$ cat src/rtl/riscv_pkg.sv
// Shared RISC-V definitions for the execute-stage branch logic.
package riscv_pkg;

  // Conditional branch kinds, encoded as their funct3 field.
  typedef enum logic [2:0] {
    BEQ  = 3'b000,
    BNE  = 3'b001,
    BLT  = 3'b100,
    BGE  = 3'b101,
    BLTU = 3'b110,
    BGEU = 3'b111
  } branch_instr;

  // Major opcode of the B-type (conditional branch) group.
  localparam logic [6:0] OPC_BRANCH = 7'b1100011;

  // True when the opcode field selects the conditional branch group.
  function automatic logic is_branch_opc(input logic [6:0] opc);
    return (opc == OPC_BRANCH);
  endfunction

endpackage

$ cat src/rtl/branch_cmp.sv
// Branch condition evaluator: decodes funct3 and compares the two operands.
// cond is only meaningful when funct3_ok is high.
module branch_cmp
  import riscv_pkg::*;
#(
  parameter int XLEN = 32
) (
  input  logic [2:0]      funct3,
  input  logic [XLEN-1:0] rs1,
  input  logic [XLEN-1:0] rs2,
  output logic            cond,
  output logic            funct3_ok
);

  // Select the comparison implied by funct3; reserved encodings are flagged.
  always_comb begin
    cond      = 1'b0;
    funct3_ok = 1'b1;
    case (funct3)
      BEQ:  cond = (rs1 == rs2);
      BNE:  cond = (rs1 != rs2);
      BLT:  cond = ($signed(rs1) <  $signed(rs2));
      BGE:  cond = ($signed(rs1) >= $signed(rs2));
      BLTU: cond = (rs1 <  rs2);
      BGEU: cond = (rs1 >= rs2);
      default: begin
        cond      = 1'b0;
        funct3_ok = 1'b0;
      end
    endcase
  end

endmodule

$ cat src/rtl/branch_unit.sv
// Execute-stage branch resolver: computes the next PC for RV32I conditional
// branches and registers it together with taken/exception flags.
module branch_unit
  import riscv_pkg::*;
#(
  parameter int              XLEN     = 32,
  parameter logic [XLEN-1:0] RESET_PC = 32'h0000_0000
) (
  input  logic            clk,
  input  logic            rst,
  input  logic            in_valid,
  input  logic [XLEN-1:0] instr,
  input  logic [XLEN-1:0] iaddr,
  input  logic [XLEN-1:0] imm,
  input  logic [XLEN-1:0] rs1,
  input  logic [XLEN-1:0] rs2,
  output logic [XLEN-1:0] pc,
  output logic            taken,
  output logic            out_valid,
  output logic            illegal,
  output logic            misaligned
);

  logic            w_is_branch;
  logic            w_cond;
  logic            w_funct3_ok;
  logic [XLEN-1:0] w_sum;
  logic [XLEN-1:0] w_target;
  logic [XLEN-1:0] w_fallthrough;
  logic [XLEN-1:0] w_pc_d;
  logic            w_taken_d;
  logic            w_illegal_d;
  logic            w_misaligned_d;
  logic            w_unused_instr_bits;

  logic [XLEN-1:0] r_pc;
  logic            r_taken;
  logic            r_out_valid;
  logic            r_illegal;
  logic            r_misaligned;

  // Only opcode and funct3 matter here; the remaining fields are ignored.
  assign w_unused_instr_bits = ^{instr[XLEN-1:15], instr[11:7]};

  assign w_is_branch = is_branch_opc(instr[6:0]);

  branch_cmp #(
    .XLEN (XLEN)
  ) u_cmp (
    .funct3    (instr[14:12]),
    .rs1       (rs1),
    .rs2       (rs2),
    .cond      (w_cond),
    .funct3_ok (w_funct3_ok)
  );

  // Both adders wrap modulo 2^XLEN; the target drops bit 0 like JALR does.
  assign w_sum         = iaddr + imm;
  assign w_target      = w_sum & ~{{(XLEN-1){1'b0}}, 1'b1};
  assign w_fallthrough = iaddr + {{(XLEN-3){1'b0}}, 3'd4};

  // Next-state selection: a taken branch to a non word-aligned target is
  // reported as misaligned and falls through instead of redirecting.
  always_comb begin
    w_pc_d         = w_fallthrough;
    w_taken_d      = 1'b0;
    w_illegal_d    = 1'b0;
    w_misaligned_d = 1'b0;
    if (w_is_branch) begin
      if (!w_funct3_ok) begin
        w_illegal_d = 1'b1;
      end else if (w_cond) begin
        if (w_target[1]) begin
          w_misaligned_d = 1'b1;
        end else begin
          w_pc_d    = w_target;
          w_taken_d = 1'b1;
        end
      end else begin
        w_pc_d = w_fallthrough;
      end
    end else begin
      w_pc_d = w_fallthrough;
    end
  end

  // Output registers: reset wins; otherwise load on in_valid, else hold.
  always_ff @(posedge clk) begin
    if (rst) begin
      r_pc         <= RESET_PC;
      r_taken      <= 1'b0;
      r_out_valid  <= 1'b0;
      r_illegal    <= 1'b0;
      r_misaligned <= 1'b0;
    end else begin
      r_out_valid <= in_valid;
      if (in_valid) begin
        r_pc         <= w_pc_d;
        r_taken      <= w_taken_d;
        r_illegal    <= w_illegal_d;
        r_misaligned <= w_misaligned_d;
      end
    end
  end

  assign pc         = r_pc;
  assign taken      = r_taken;
  assign out_valid  = r_out_valid;
  assign illegal    = r_illegal;
  assign misaligned = r_misaligned;

endmodule

$ cat config.mk
export PLATFORM = sky130hd
export DESIGN_NAME = branch_unit
export DESIGN_NICKNAME = d
export VERILOG_FILES = /design/src/rtl/riscv_pkg.sv /design/src/rtl/branch_cmp.sv /design/src/rtl/branch_unit.sv
export SDC_FILE = /design/constraint.sdc
export NUM_CORES = 1
export LEC_CHECK = 0
export ABC_AREA = 1
export BUFFER_PORTS_ARGS = -buffer_cell sky130_fd_sc_hd__buf_2
export CORE_MARGIN = 1.5
export CORE_UTILIZATION = 39
export DETAILED_ROUTE_END_ITERATION = 8
export GPL_TIMING_DRIVEN = 0
export PLACE_DENSITY = 0.72
export SYNTH_ARGS = -nofsm -noshare
export SYNTH_HDL_FRONTEND = slang
export SYNTH_SLANG_ARGS = --single-unit
$ cat constraint.sdc
create_clock -name clk -period 4.35 [get_ports clk]
set_input_delay 0 -clock clk [delete_from_list [all_inputs] [get_ports clk]]
set_output_delay 0 -clock clk [all_outputs]
set_load 0.02 [all_outputs]
==> results of run 1 <==
[cell families after synthesis]
| group | Yosys count | synth area share (%) |
|---|---|---|
| XOR/XNOR | 34 | 5.31 |
| buffers and inverters | 174 | 12.6 |
| AND/OR/NAND/NOR | 527 | 41.6 |
| AO/OA/AOI/OAI | 136 | 13.2 |
| flip-flops | 36 | 12.9 |
| adder cells (fa/ha/maj) | 64 | 14.4 |
[through the flow]
stage | instance area [um^2] | setup WS, ns | cells
after floorplan | 5600 | 2.49 | 971
after global placement | 6700 | 1.71 | 1325
after detailed placement | 6700 | 1.73 | 1325
after CTS | 6860 | 1.47 | 1334
after global routing | 6860 | 1.17 | 1334
final | 6860 | 1.43 | 1334
[worst max-delay path: cells and delay by family]
kind            cells  cell delay [ns]
buf+inv             6             1.85
compound gates      2             0.15
fa+ha+maj           1             0.47
simple gates        4             0.58
[synth_stat cells, types with 7 or more instances]
cell type  instances  area (um^2)
xor2_1            30          263
a21oi_1           69          345
clkbuf_1          13         48.8
nand3_1           92          460
nor3_1            16         80.1
inv_1            147          552
nand2_1          248          931
dfxtp_1           36          721
a21o_1             9         67.6
nand4_1           30          188
o21ai_0           37          185
nor2_1           106          398
nand3b_1           7         52.6
ha_1              63          788
[routing by layer]
| metal | vias up | part of all wire, % |
|---|---|---|
| li1 | 3527 | - |
| met1 | 2941 | 44 |
| met2 | 247 | 47 |
| met3 | 22 | 7.1 |
| met4 | 0 | 1.9 |
| met5 | - | 0 |
[sequential cells by signal, indices dropped and copies added, names as in the netlist]
register and cells:
illegal 1, misaligned 1, out_valid 1, pc 32, taken 1
[where the power goes]
part	switching, mW	total [mW]	internal (mW)
sequential	0.00892	0.358	0.349
clock	0.133	0.361	0.228
combinational	0.433	0.683	0.250
[how the worst min path moves through the flow]
stage             to  cells after the start
6_report       pc[1]                      3
3_3_place_gp   pc[0]                      3
4_1_cts        pc[1]                      3
2_1_floorplan  pc[0]                      2
3_5_place_dp   pc[0]                      3
5_1_grt        pc[1]                      3
[cell type report]
cell class | instances | area share (%)
plain buffers | 24 | 2.08
flip-flops and latches | 36 | 10.5
inverters | 150 | 8.21
clock buffers | 7 | 2.08
multi-input cells | 761 | 60.9
clock inverters | 1 | 0.109
well taps | 180 | 3.28
repair buffers | 175 | 12.8
==> flow_summary_export.csv, run 1 <==
group,metric,value,unit
synthesis,synth_area,0.00560,mm^2
critical_path,crit_end,"pc[20]",
floorplan,core_area,0.0139,mm^2
grt,grtUsageMet1,30.3,%
hold_path,worstHoldStart,"iaddr[1]",
critical_path,timing.reg2reg.worst_path_depth,4,
grt,grt.met3_usage,3.02,%
critical_path,worstPathCellList,"dlygate4sd3_1 -> buf_2 -> nand2_1 -> inv_1 -> fa_1 -> clkbuf_1 -> clkinv_1 -> clkbuf_1 -> nand3b_1 -> o21ai_0 -> nand3b_1 -> nand3_1 -> a21oi_1",
sta,setup_tns,0,ns
floorplan,initial_core_util,40.2,%
floorplan,ios,199,
sta,slew_headroom,52.0,%
clock_tree,cts_buffers,5,
sta,clock_skew,0,ns
grt,grt_usage,24.6,%
finish,seq_area,721,um^2
synthesis,ys_ff_latch,36,
grt,use_met2,44.5,%
pwr,ir_drop,0.137,mV
clock_tree,h-tree-depth,2,
synthesis,ys_warn_count,0,
clock_tree,cts_tree,"built",
clock_tree,cts.sinks,36,
finish,layout.nets,1380,
placed_design,port_buffers,174,
clock_tree,ctsResizeCount,0,
sta,fin_crit,2.92,ns
sta,clock.fmax,342,MHz
placed_design,dp_hpwl,16.0,mm
sta,rsz0062_at_grt,"no",
sta,finalSetupViolCount,0,
finish,multi_input_area,0.00418,mm^2
floorplan,die_area,0.0151,mm^2
critical_path,r2r_start,"pc[9]",
sta,hold_violations,0,
finish,layout-drive-gt1-share,18.4,%
route,drt_iter0_drc,380,
pwr,power.total,1.40,mW
finish,final_common_cell,"nand2_1",
critical_path,cp_data_required_time,4.50,ns
clock_tree,clkTransAtPathRegs,0.06,ns
synthesis,ys_seq_area_share,12.9,%
grt,top_usage_layer,"met2",
run,cap_violations,0,
finish,antennaDiodeCount,0,
critical_path,cp_slowest_cell,"dlygate4sd3_1",
grt,grt_pass1_vias,6339,
finish,n_fill_cell,1511,
route,ant_nets,0,
synthesis,syn_inst,971,
finish,mostFrequentLayoutCells,"248 x nand2_1, 177 x buf_2, 147 x inv_1",
critical_path,r2r_slack,3.69,ns
grt,grt_pass1_wl,29.5,mm
grt,gr-total-overflow,0,
sta,tightest_slew,0.718,ns
synthesis,synth_edf_count,0,
grt,grt_max_degree,12,
synthesis,synth-async-reset-ratio,0,%
route,wire_per_inst,13.8,um
route,routed_wirelength,18.4,mm
floorplan,rows,43,
critical_path,worstSetupEndpointType,"flop",
grt,antenna_found_initial,0,
clock_tree,clockBufferDepth,2,
critical_path,crit_type,"input port to flop",
status,outcome,"complete, no violations",
clock_tree,ctsHoldBuffers,1,
critical_path,cpPeakStageDelay,0.54,ns
route,vias,6737,
synthesis,synth_cell_types,38,
critical_path,timing.rr.end,"pc[9]",
sta,min_period_over_period,67.2,%
synthesis,avgSynthCellArea,5.77,um^2
finish,area_growth,22.4,%
clock_tree,cts-root-buf,"clkbuf_16",
critical_path,critPathMaxFanout,10,
route,dr.pass1.iters,5,
hold_path,hp-class,"input port to flop",
sta,holdWs,0.0182,ns
synthesis,synth_ff_type,"dfxtp_1",
route,viasPerCell,5.05,
placed_design,place_congestion,0.957,
critical_path,cp-start-kind,"input port",
synthesis,synth_nets,1198,
clock_tree,clock_latency,0.28,ns
critical_path,startpoint,"iaddr[0]",
finish,utilization,49.2,%
floorplan,fp.dieH,123,um
floorplan,die_w,123,um
sta,finalMaxSlewViolations,0,
critical_path,arrival,3.08,ns
route,drc,0,
clock_tree,post-cts-setup-buffers,0,
pwr,power_density,204,mW/mm^2
pwr,power_leakage,3.80,nW
Note: power is estimated with default switching activity, not from simulation.
==> inputs of run 2 (changes only) <==
--- a/config.mk
+++ b/config.mk
@@ -11,7 +11,7 @@
 export CORE_UTILIZATION = 39
 export DETAILED_ROUTE_END_ITERATION = 8
 export GPL_TIMING_DRIVEN = 0
-export PLACE_DENSITY = 0.72
+export PLACE_DENSITY = 0.75
 export SYNTH_ARGS = -nofsm -noshare
 export SYNTH_HDL_FRONTEND = slang
 export SYNTH_SLANG_ARGS = --single-unit
==> constraint.sdc (replaced) <==
create_clock -name clk -period 2.6 [get_ports clk]
set_input_delay 0 -clock clk [delete_from_list [all_inputs] [get_ports clk]]
set_output_delay 0 -clock clk [all_outputs]
set_load 0.02 [all_outputs]
==> flow_summary_export.csv, run 2 (synthesized netlist as in run 1, its figures left out) <==
group,metric,value,unit
status,outcome,"complete, no violations",
hold_path,whs_path_depth,3,
grt,grt_usage,24.6,%
grt,top_usage_layer,"met2",
clock_tree,cts.sinks,36,
pwr,power_density,352,mW/mm^2
critical_path,cp-start-kind,"input port",
grt,gr-total-overflow,0,
route,dr.pass1.iters,5,
sta,setup_tns,0,ns
sta,hold_violations,0,
grt,grt_pass1_vias,6222,
clock_tree,clockBufferDepth,2,
grt,grtUsageMet1,31.3,%
placed_design,port_buffers,174,
sta,tightest_slew,0.773,ns
route,routed_wirelength,18.8,mm
floorplan,rows,43,
sta,finalSetupViolCount,0,
hold_path,hp-class,"input port to flop",
route,drc,0,
critical_path,timing.rr.end,"pc[7]",
floorplan,initial_core_util,40.2,%
clock_tree,cts_tree,"built",
grt,grt_pass1_wl,29.1,mm
critical_path,critPathMaxFanout,10,
floorplan,die_area,0.0151,mm^2
finish,largest_reg_flops,32,
grt,grt.met3_usage,2.37,%
critical_path,crit_type,"input port to flop",
floorplan,die_w,123,um
finish,layout.nets,1380,
finish,final_common_cell,"nand2_1",
critical_path,r2r_start,"pc[7]",
floorplan,core_area,0.0139,mm^2
finish,layout-drive-gt1-share,18.5,%
sta,slew_headroom,48.3,%
pwr,ir_drop,0.204,mV
floorplan,ios,199,
floorplan,fp.dieH,123,um
placed_design,place_congestion,0.969,
critical_path,arrival,2.44,ns
sta,finalMaxSlewViolations,0,
finish,area_growth,22.8,%
sta,fin_crit,2.29,ns
clock_tree,cts-root-buf,"clkbuf_16",
clock_tree,clkTransAtPathRegs,0.06,ns
finish,utilization,49.4,%
sta,rsz0062_at_grt,"no",
grt,grt_max_degree,14,
pwr,power.total,2.42,mW
grt,antenna_found_initial,0,
clock_tree,clock_latency,0.28,ns
sta,min_period_over_period,88.1,%
route,viasPerCell,5.09,
finish,mostFrequentLayoutCells,"248 x nand2_1, 177 x buf_2, 147 x inv_1",
sta,clock.fmax,437,MHz
clock_tree,h-tree-depth,2,
critical_path,timing.reg2reg.worst_path_depth,4,
critical_path,worstSetupEndpointType,"flop",
finish,n_fill_cell,1500,
pwr,power_leakage,3.81,nW
finish,antennaDiodeCount,0,
sta,clock_skew,0,ns
route,wire_per_inst,14.1,um
route,vias,6795,
grt,use_met2,42.8,%
route,drt_iter0_drc,429,
critical_path,r2r_slack,1.91,ns
hold_path,worstHoldStart,"iaddr[1]",
critical_path,cp_data_required_time,2.75,ns
route,ant_nets,0,
run,cap_violations,0,
hold_path,holdPathEnd,"pc[1]",
placed_design,dp_hpwl,16.3,mm
clock_tree,cts_buffers,5,
==> run 2: changes by cell type in the layout (fill, tap and decap cells not counted) <==
cell	previous run	this run
clkbuf_1	14	13
inv_6	0	1
clkbuf_8	1	0
bufinv_16	0	1
==> run 2: cell type report <==
class | count | area [um^2] | share of cell area [%]
multi-input cells | 761 | 4180 | 60.7
repair buffers | 175 | 881 | 12.8
flip-flops and latches | 36 | 721 | 10.5
inverters | 150 | 563 | 8.18
well taps | 180 | 225 | 3.27
plain buffers | 24 | 143 | 2.07
clock buffers | 5 | 125 | 1.82
clock inverters | 3 | 46.3 | 0.673
==> run 2: critical path, cell delays in order <==
cell	delay, ns
buf_2	0.10
nand2_1	0.09
inv_1	0.06
fa_1	0.47
clkbuf_1	0.36
clkinv_1	0.40
clkbuf_1	0.37
nand3b_1	0.18
o21ai_0	0.08
nand3b_1	0.18
nand3_1	0.09
a21oi_1	0.06
==> run 2: what timing repair did <==
item                                   4_1_cts  5_1_grt
buffers inserted                             0        0
endpoints found under the hold margin        1        0
gates resized for setup                      0        0
hold buffers                                 1        0
==> run 2: worst max-delay path by stage <==
stage / cells past startpoint / from / slack, ns / endpoint
after global routing: 11 / iaddr[0] / 0.16 / pc[13]
final: 12 / iaddr[0] / 0.31 / pc[20]
after detailed placement: 12 / iaddr[0] / 0.07 / pc[20]
after CTS: 12 / iaddr[0] / 0.37 / pc[20]
after global placement: 12 / iaddr[0] / 0.05 / pc[20]
after floorplan: 11 / iaddr[0] / 0.74 / pc[20]
==> run 2: where the power goes <==
group          internal (mW)  switching, mW
logic                  0.419          0.712
clock network          0.455          0.239
registers              0.583         0.0146
total                   1.46          0.966
==> run 2: routing by layer <==
metal | vias up | routed length [um]
met2 | 251 | 8520
met4 | 0 | 515
met1 | 2985 | 8470
li1 | 3528 | -
met5 | - | 0
met3 | 31 | 1310
==> run 2: stage by stage <==
| stage | hold slack (ns) | area [um^2] | cells | setup WS, ns |
|---|---|---|---|---|
| 2_1_floorplan | 0.160 | 5600 | 971 | 0.740 |
| 3_3_place_gp | 0.281 | 6700 | 1325 | 0.0521 |
| 3_5_place_dp | 0.284 | 6700 | 1325 | 0.0749 |
| 4_1_cts | 0.0119 | 6880 | 1334 | 0.370 |
| 5_1_grt | 0.0368 | 6880 | 1334 | 0.163 |
| 6_report | 0.0211 | 6880 | 1334 | 0.310 |
